## config.mk

```make
export PLATFORM = sky130hd
export DESIGN_NAME = instr_encoder
export DESIGN_NICKNAME = d
export VERILOG_FILES = /design/src/rtl/enc_pkg.sv /design/src/rtl/instr_field_pack.sv /design/src/rtl/instr_encoder.sv
export SDC_FILE = /design/constraint.sdc
export NUM_CORES = 1
export LEC_CHECK = 0
export BUFFER_PORTS_ARGS = -buffer_cell sky130_fd_sc_hd__buf_2
export CORE_MARGIN = 4
export CORE_UTILIZATION = 40
export DETAILED_ROUTE_END_ITERATION = 10
export SETUP_SLACK_MARGIN = 0.4
export SLEW_MARGIN = 20
export SYNTH_ARGS = -nofsm -noshare
export SYNTH_HDL_FRONTEND = slang
export SYNTH_SLANG_ARGS = --single-unit
```

## constraint.sdc

```tcl
create_clock -name clk -period 7.1 [get_ports clk]
set_input_delay 0.71 -clock clk [delete_from_list [all_inputs] [get_ports clk]]
set_output_delay 0.71 -clock clk [all_outputs]
set_load 0.005 [all_outputs]
```

## src/rtl/enc_pkg.sv

```systemverilog
// Shared definitions for the instruction encoder: symbolic ops, MIPS opcode/funct
// constants (same values the control unit decodes) and the encoder state type.
package enc_pkg;

  typedef enum logic [4:0] {
    ADD     = 5'd0,
    SUB     = 5'd1,
    JR      = 5'd2,
    ORI     = 5'd3,
    LUI     = 5'd4,
    J       = 5'd5,
    JAL     = 5'd6,
    LW      = 5'd7,
    SW      = 5'd8,
    LB      = 5'd9,
    LBU     = 5'd10,
    SB      = 5'd11,
    BEQ     = 5'd12,
    BNE     = 5'd13,
    BGTZ    = 5'd14,
    BGEZALL = 5'd15,
    LI      = 5'd16,
    NOP     = 5'd17
  } enc_op_t;

  typedef enum logic {
    IDLE  = 1'b0,
    LI_LO = 1'b1
  } enc_state_t;

  localparam logic [5:0] OPC_SPECIAL = 6'h00;
  localparam logic [5:0] OPC_J       = 6'h02;
  localparam logic [5:0] OPC_JAL     = 6'h03;
  localparam logic [5:0] OPC_BEQ     = 6'h04;
  localparam logic [5:0] OPC_BNE     = 6'h05;
  localparam logic [5:0] OPC_BGTZ    = 6'h07;
  localparam logic [5:0] OPC_ORI     = 6'h0D;
  localparam logic [5:0] OPC_LUI     = 6'h0F;
  localparam logic [5:0] OPC_LB      = 6'h20;
  localparam logic [5:0] OPC_LW      = 6'h23;
  localparam logic [5:0] OPC_LBU     = 6'h24;
  localparam logic [5:0] OPC_SB      = 6'h28;
  localparam logic [5:0] OPC_SW      = 6'h2B;
  localparam logic [5:0] OPC_BGEZALL = 6'h38;

  localparam logic [5:0] FN_JR  = 6'h08;
  localparam logic [5:0] FN_ADD = 6'h20;
  localparam logic [5:0] FN_SUB = 6'h22;

  // Primary opcode for the non-SPECIAL ops; SPECIAL-class and pseudo ops map to 0.
  function automatic logic [5:0] opcode_of(input logic [4:0] op);
    case (op)
      ORI:     return OPC_ORI;
      LUI:     return OPC_LUI;
      J:       return OPC_J;
      JAL:     return OPC_JAL;
      LW:      return OPC_LW;
      SW:      return OPC_SW;
      LB:      return OPC_LB;
      LBU:     return OPC_LBU;
      SB:      return OPC_SB;
      BEQ:     return OPC_BEQ;
      BNE:     return OPC_BNE;
      BGTZ:    return OPC_BGTZ;
      BGEZALL: return OPC_BGEZALL;
      default: return OPC_SPECIAL;
    endcase
  endfunction

endpackage

```

## src/rtl/instr_field_pack.sv

```systemverilog
// Combinational packer: symbolic op plus fields -> 32-bit MIPS word and a legal flag.
// LI is expanded by the caller into LUI/ORI halves, so it never reaches here as LI.
module instr_field_pack
  import enc_pkg::*;
(
  input  logic [4:0]  op,
  input  logic [4:0]  rs,
  input  logic [4:0]  rt,
  input  logic [4:0]  rd,
  input  logic [25:0] imm,
  output logic [31:0] word,
  output logic        legal
);

  logic [5:0] opc;

  assign opc = opcode_of(op);

  always_comb begin
    word  = 32'h0;
    legal = 1'b1;
    case (op)
      ADD:     word = {OPC_SPECIAL, rs, rt, rd, 5'b0, FN_ADD};
      SUB:     word = {OPC_SPECIAL, rs, rt, rd, 5'b0, FN_SUB};
      JR:      word = {OPC_SPECIAL, rs, 15'b0, FN_JR};
      ORI, LW, SW, LB, LBU, SB, BEQ, BNE:
               word = {opc, rs, rt, imm[15:0]};
      LUI:     word = {opc, 5'b0, rt, imm[15:0]};
      BGTZ, BGEZALL:
               word = {opc, rs, 5'b0, imm[15:0]};
      J, JAL:  word = {opc, imm};
      NOP, LI: word = 32'h0;
      default: legal = 1'b0;
    endcase
  end

endmodule

```

## src/rtl/instr_encoder.sv

```systemverilog
// Symbolic-to-binary instruction encoder feeding an IM write port: one-word output
// register, sequential word addresses, LI expanded into LUI + ORI when needed.
module instr_encoder
  import enc_pkg::*;
#(
  parameter int ADDR_W    = 10,
  parameter int BASE_ADDR = 0
) (
  input  logic              clk,
  input  logic              reset,
  input  logic              clear,
  input  logic              req_valid,
  output logic              req_ready,
  input  logic [4:0]        req_op,
  input  logic [4:0]        req_rs,
  input  logic [4:0]        req_rt,
  input  logic [4:0]        req_rd,
  input  logic [31:0]       req_imm,
  output logic              out_valid,
  input  logic              out_ready,
  output logic [31:0]       out_word,
  output logic [ADDR_W-1:0] out_addr,
  output logic              err_illegal
);

  localparam logic [ADDR_W-1:0] BASE = ADDR_W'(BASE_ADDR);

  enc_state_t        state_reg, state_next;
  logic [ADDR_W-1:0] cnt_reg;
  logic [4:0]        li_rt_reg;
  logic [15:0]       li_lo_reg;

  logic              accept, drain, load, li_split;
  logic [ADDR_W-1:0] load_addr;
  logic [4:0]        pk_op, pk_rs, pk_rt, pk_rd;
  logic [25:0]       pk_imm;
  logic [31:0]       pk_word;
  logic              pk_legal;

  assign drain     = out_valid && out_ready;
  assign accept    = req_valid && req_ready;
  assign li_split  = (req_op == LI) && (req_imm[31:16] != 16'h0);
  assign load      = (state_reg == IDLE) ? (accept && pk_legal) : drain;
  assign load_addr = clear ? BASE : cnt_reg;

  always_ff @(posedge clk) begin
    if (reset) state_reg <= IDLE;
    else       state_reg <= state_next;
  end

  always_comb begin
    state_next = state_reg;
    case (state_reg)
      IDLE:    if (accept && li_split) state_next = LI_LO;
      LI_LO:   if (drain)              state_next = IDLE;
      default: state_next = IDLE;
    endcase
  end

  // The packer input is steered to the pending ORI half, an LI half, or the raw request.
  always_comb begin
    req_ready = (state_reg == IDLE) && (!out_valid || out_ready);
    pk_op     = req_op;
    pk_rs     = req_rs;
    pk_rt     = req_rt;
    pk_rd     = req_rd;
    pk_imm    = req_imm[25:0];
    if (state_reg == LI_LO) begin
      pk_op  = ORI;
      pk_rs  = li_rt_reg;
      pk_rt  = li_rt_reg;
      pk_rd  = 5'd0;
      pk_imm = {10'b0, li_lo_reg};
    end else if (req_op == LI) begin
      pk_op  = li_split ? LUI : ORI;
      pk_rs  = 5'd0;
      pk_rd  = 5'd0;
      pk_imm = {10'b0, (li_split ? req_imm[31:16] : req_imm[15:0])};
    end
  end

  instr_field_pack u_pack (
    .op    (pk_op),
    .rs    (pk_rs),
    .rt    (pk_rt),
    .rd    (pk_rd),
    .imm   (pk_imm),
    .word  (pk_word),
    .legal (pk_legal)
  );

  always_ff @(posedge clk) begin
    if (reset) begin
      out_valid   <= 1'b0;
      out_word    <= 32'h0;
      out_addr    <= BASE;
      err_illegal <= 1'b0;
      cnt_reg     <= BASE;
      li_rt_reg   <= 5'd0;
      li_lo_reg   <= 16'h0;
    end else begin
      err_illegal <= (state_reg == IDLE) && accept && !pk_legal;
      if (load) begin
        out_valid <= 1'b1;
        out_word  <= pk_word;
        out_addr  <= load_addr;
        cnt_reg   <= load_addr + ADDR_W'(1);
      end else begin
        if (drain) out_valid <= 1'b0;
        if (clear) cnt_reg   <= BASE;
      end
      if ((state_reg == IDLE) && accept && li_split) begin
        li_rt_reg <= req_rt;
        li_lo_reg <= req_imm[15:0];
      end
    end
  end

endmodule
```

# Word-level counts from Yosys, hierarchy flattened
# Memory sizes are Yosys's and may differ from the RTL's.
# Index checks and enable logic that the tools add are counted.
# W data, S select, Z words.
[totals] latchBits=0 ff_bits=76 ram_bits=0 out_inout_bits=45 memories=1 rom_bits=96 word_cells=70
[op_classes] muxes=22 n_shift=0 div=0 n_eq_ne=18 order_cmp=0 n_reduce_logical=19 bitwise=1 addsub=1 mul=0
[mem_list] name="(no name shown)" depth=16 word_bits=6 read_ports=1 rd_ports_with_merged_regs=0 write_ports=0 line_no="enc_pkg.sv:52" text="case (op)"
[ops] operator="$pmux W32 S7" n=1
[ops] operator="$mux W26" n=2
[ops] operator="$eq A5 B4 Y1 const B" n=8
[ops] operator="$mux W5" n=7
[ops] operator="$eq A5 B3 Y1 const B" n=4
[ops] operator="$mux W10" n=2
[ops] operator="$reduce_or A18 Y1" n=1
[ops] operator="$mux W16" n=1
[ops] operator="$reduce_bool A16 Y1" n=1
[ops] operator="$eq A5 B5 Y1 const B" n=3
[ops] operator="$add A10 B1 Y10 const B" n=1
[ops] operator="$eq A5 B2 Y1 const B" n=2
[ops] operator="$logic_and A1 B1 Y1" n=9
[ops] operator="$reduce_or A8 Y1" n=1
[ops] operator="$mux W1" n=6
[ops] operator="$mux W6" n=1
[ops] operator="$eq A5 B1 Y1 const B" n=1
[ops] operator="$logic_not A5 Y1" n=1
[ops] operator="$reduce_or A2 Y1" n=2
[ops] operator="$mux W3" n=1
[ops] operator="$logic_not A1 Y1" n=2
[ops] operator="$pmux W1 S2" n=1
[ops] operator="$reduce_bool A2 Y1" n=1
[ops] operator="$logic_or A1 B1 Y1" n=1
[ops] operator="$not A1 Y1" n=1

# Longest topological paths before layout
[logic_depth] ltp_word=11 mapped_depth=16 ltp_nobuf=13

# Hierarchy
# A second synthesis with hierarchy kept.
[unflattened] hier_cells=546 area_unflattened_um2=4350.4
[by_module_without_submodules] module="instr_encoder" area_per_inst_um2=3662.3 instances=1 cells_per_inst=453 seq_area_each_um2=1521.5
[by_module_without_submodules] module="instr_field_pack" area_per_inst_um2=688.2 instances=1 cells_per_inst=93 seq_area_each_um2=0.0

# Worst setup path after synthesis
# OpenSTA, ideal clock, no wires.
[synth_path] kind="input port to flip-flop" startpoint="input req_imm[25]" endpoint="register out_word[21]" path_stages=15 slack_ns=2.724 t_arrival_ns=4.308 setup_time_ns=0.068 required_ns=7.032 path_buffers=2 cell_sequence="nor4_1 nand4_1 o31ai_1 or2_2 inv_1 ha_1 or4_1 o211ai_1 o211a_1 a31oi_4 or2_2 buf_2 nor2_1 buf_2 o2bb2ai_2"
[synth_between] elab_chain_cells=10
[synth_rtl] item="start, declared" line_no="instr_encoder.sv:18" text="input logic [31:0] req_imm,"
[synth_rtl] item="$reduce_bool A16 Y1 (*)" line_no="instr_encoder.sv:42" text="assign li_split = (req_op == LI) && (req_imm[31:16] != 16'h0);"
[synth_rtl] item="$logic_and A1 B1 Y1 (*)" line_no="instr_encoder.sv:42"
[synth_rtl] item="$mux W3 (*)" line_no="instr_encoder.sv:75" text="pk_op = li_split ? LUI : ORI;"
[synth_rtl] item="$mux W5 (*)" line_no="instr_encoder.sv:74" text="end else if (req_op == LI) begin"
[synth_rtl] item="$mux W5 (*)" line_no="instr_encoder.sv:68" text="if (state_reg == LI_LO) begin"
[synth_rtl] item="$eq A5 B1 Y1 (tied with other cells)" line_no="instr_field_pack.sv:22" text="case (op)"
[synth_rtl] item="$reduce_or A18 Y1 (no line)"
[synth_rtl] item="$mux W1" line_no="instr_field_pack.sv:22"
[synth_rtl] item="$logic_and A1 B1 Y1" line_no="instr_encoder.sv:43" text="assign load = (state_reg == IDLE) ? (accept && pk_legal) : drain;"
[synth_rtl] item="$mux W1" line_no="instr_encoder.sv:43"
[synth_rtl] item="end signal, assigned" line_no="instr_encoder.sv:105" text="out_word <= pk_word;"
[synth_rtl] item="end, declared" line_no="instr_encoder.sv:21" text="output logic [31:0] out_word,"
# Every way passes the cells marked *; elsewhere a longest branch is shown, timed or not.
# A chain may end at the register's enable or synchronous reset.

# Worst setup path in the final report
[layout_path] startpoint="input req_imm[27]" endpoint="register out_word[11]"
[layout_between] elab_chain_cells=10
[layout_rtl] item="$reduce_bool A16 Y1" line_no="instr_encoder.sv:42"
[layout_rtl] item="$logic_and A1 B1 Y1" line_no="instr_encoder.sv:42"
[layout_rtl] item="$mux W3" line_no="instr_encoder.sv:75"
[layout_rtl] item="$mux W5" line_no="instr_encoder.sv:74"
[layout_rtl] item="$mux W5" line_no="instr_encoder.sv:68"
[layout_rtl] item="$eq A5 B1 Y1 (tied with other cells)" line_no="instr_field_pack.sv:22"
[layout_rtl] item="$reduce_or A18 Y1 (no line)"
[layout_rtl] item="$mux W1" line_no="instr_field_pack.sv:22"
[layout_rtl] item="$logic_and A1 B1 Y1" line_no="instr_encoder.sv:43"
[layout_rtl] item="$mux W1" line_no="instr_encoder.sv:43"
# Parallel ways exist; a longest one is shown, timed or not.

==> impl_metrics.py <==
metrics = {
    "pwr": {
        "worst_ir_drop_vdd_uv": 119,
        "total_power_uw": 935,
        "leakage_nw": 1.93,
        "power.density_nw_per_um2": 196,
    },
    "setup_path": {
        "arrival_ns": 5.13,
        "reg2reg_depth": 14,
        "worstSetupStartpoint": "req_imm[27]",
        "path_class": "in2reg",
        "slowest_stage": "nor4_1",
        "critPathBufInv": 3,
        "timing.rr.start": "state_reg$_SDFF_PP0_",
        "cp.required_ns": 7.31,
        "reg2reg_slack_ns": 2.81,
        "cp.depth": 15,
        "start_kind": "primary input",
        "critPathCaptureType": "flop",
        "critical_path.cell_chain": "buf_2 -> nor4_1 -> nand4_1 -> o31ai_1 -> or2_2 -> inv_1 -> ha_1 -> or2_2 -> a22oi_1 -> or3_1 -> nor4bb_1 -> o21ai_1 -> buf_4 -> a22oi_1 -> o2bb2ai_1",
        "critical-path-top-delay-family": "simple AND/OR/NAND/NOR gates",
        "cp_max_fo": 13,
        "max_stage_delay_ns": 0.63,
    },
    "timing": {
        "slew_violations": 0,
        "clock.fmax_mhz": 203,
        "finalWorstSetupSlack_ns": 2.18,
        "finalHoldViolCount": 0,
        "rsz0062_at_grt": "no",
        "clock_skew_ns": 0.0136,
        "slew_headroom": 0.264,
        "setup_tns_ns": 0,
        "worst_pin_slew_ns": 1.10,
        "finalCritPeriodShare": 0.693,
        "period_needed_ns": 4.92,
        "setup_violations": 0,
    },
    "synthesis": {
        "synth_cells": 488,
        "synth-edff-count": 0,
        "syn_area_sq_um": 3980,
        "synth.top_cells.by_count": "nand2_1, dfxtp_1, a21oi_1",
        "ys_warn_count": 0,
        "synthMostInstantiatedCell": "nand2_1",
        "yosys_most_used_dff": "dfxtp_1",
        "syn_area_per_cell_sq_um": 8.15,
        "async_reset_ff_frac": 0,
        "ys_types": 53,
        "synth_seq_cells": 76,
        "syn-num-nets": 550,
        "yosysTopAreaCell": "dfxtp_1",
        "ys_seq_area_frac": 0.383,
        "synth_area_leaders": "dfxtp_1, nand2_1, a21oi_1",
        "synth_top_area_frac": 0.383,
    },
    "clock_network": {
        "cts_buffer_depth": 2,
        "clkTransAtPathRegs_ns": 0.08,
        "clock-sinks": 76,
        "hold_buffers": 0,
        "cts_tree": "yes",
        "post_cts_buffers": 0,
        "numCtsBuffers": 9,
        "clock-root-buffer": "clkbuf_8",
        "post_cts_resized": 0,
        "clk_latency_ns": 0.35,
        "htree_levels": 3,
    },
    "global_route": {
        "grt_max_degree": 57,
        "gr-total-overflow": 0,
        "grt_pass1_vias": 3791,
        "grt_pass1_wl_um": 19000,
        "antenna_found_initial": 0,
        "grt_usage": 0.207,
    },
    "cells_and_area": {
        "largest_register_ffs": 32,
        "area_growth_pct": 19.7,
        "final_cells": 707,
        "seq_area_sq_um": 1520,
        "final_net_count": 631,
        "diodes": 0,
        "multi_input_area_sq_um": 2280,
        "fillCellCount": 1007,
        "utilization": 0.489,
        "drive_gt1_frac": 0.249,
    },
    "routing": {
        "firstDrtPassIters": 5,
        "met2_length_um": 5360,
        "wl_per_cell_um": 16.5,
        "ant_nets": 0,
        "drt_wl_total_um": 11600,
        "drt_iter0_drc": 268,
        "met3_length_um": 827,
        "routed-via-count": 3927,
        "via_per_inst": 5.55,
        "drc": 0,
        "met1Wirelength_um": 5290,
        "routed.top_layer": "met4",
    },
    "placed_design": {
        "dp_slack_ns": 1.92,
        "portBuffers": 101,
        "place_congestion": 0.865,
        "dpl.cell_count": 690,
        "dp_hpwl_um": 8330,
    },
    "hold_path": {
        "hp-class": "reg2reg",
        "holdPathStages": 2,
        "hp-start": "out_addr[0]$_SDFFE_PP0P_",
    },
    "die": {
        "die_width_um": 108,
        "dieArea_sq_um": 11600,
        "coreArea_sq_um": 9730,
        "rows": 36,
        "start_util": 0.409,
        "die_h_um": 108,
        "io_pins": 102,
    },
    "outcome": {
        "status": "finished clean",
    },
    "flow_run": {
        "maxCapViolations": 0,
    },
}
[metrics by stage]
stage,instance area [sq um],hold WS (ns)
after floorplan,3980,0.437
after global placement,4530,0.437
after detailed placement,4530,0.442
after CTS,4750,0.453
after global routing,4760,0.473
final,4760,0.451
[kinds of logic after synthesis]
kind of cell    count (synthesis)  synth area share
flops                          76             0.383
mux                            24            0.0604
buf+inv                        42            0.0444
xor+xnor                        2           0.00440
simple gates                  191             0.232
fa+ha+maj                       5            0.0157
compound gates                148             0.261
[layout by cell type, fill, tap and decap left out, drive strengths merged, types with 4 or more instances in the layout]
| master | synthesis | routed |
|---|---|---|
| buf | 8 | 107 |
| nand2 | 101 | 101 |
| dfxtp | 76 | 76 |
| a21oi | 54 | 54 |
| o21ai | 29 | 29 |
| mux2i | 24 | 24 |
| o2bb2ai | 19 | 19 |
| nand3 | 16 | 16 |
| nor2 | 15 | 15 |
| a22oi | 13 | 13 |
| clkbuf | 29 | 13 |
| nand4 | 9 | 9 |
| nor2b | 7 | 7 |
| or3 | 6 | 6 |
| nor4 | 5 | 5 |
| inv | 5 | 5 |
| or2 | 5 | 5 |
| a22o | 5 | 5 |
| a2bb2oi | 5 | 5 |
| nand3b | 5 | 5 |
| ha | 5 | 5 |
| nand2b | 4 | 4 |
[final timing paths]
path | end
setup / recovery | out_word[11]$_SDFFE_PP0P_
hold / removal | out_addr[0]$_SDFFE_PP0P_
setup reg to reg | out_word[11]$_SDFFE_PP0P_
hold reg to reg | out_addr[0]$_SDFFE_PP0P_
[final cells by class]
type / count / area share
Multi-Input combinational cell: 370 / 0.479
Sequential cell: 76 / 0.319
Timing Repair Buffer: 107 / 0.116
Clock buffer: 13 / 0.0376
Tap cell: 133 / 0.0349
Clock inverter: 3 / 0.00893
Inverter: 5 / 0.00394
[per-layer routing]
layer | up-vias | global-route usage
met5 | - | 0
li1 | 1936 | -
met2 | 133 | 0.334
met3 | 15 | 0.0540
met4 | 0 | 0.0541
met1 | 1843 | 0.273
[tightest hold or removal path, stage by stage (launching register included)]
cell	delay (ns)
dfxtp_1	0.31
nand2_1	0.05
a21oi_1	0.05
[where the power goes]
group          internal, mW  switching (mW)
registers             0.433         0.00413
logic                0.0499          0.0848
clock network         0.200           0.163
Note: power is estimated with default switching activity, not from simulation.
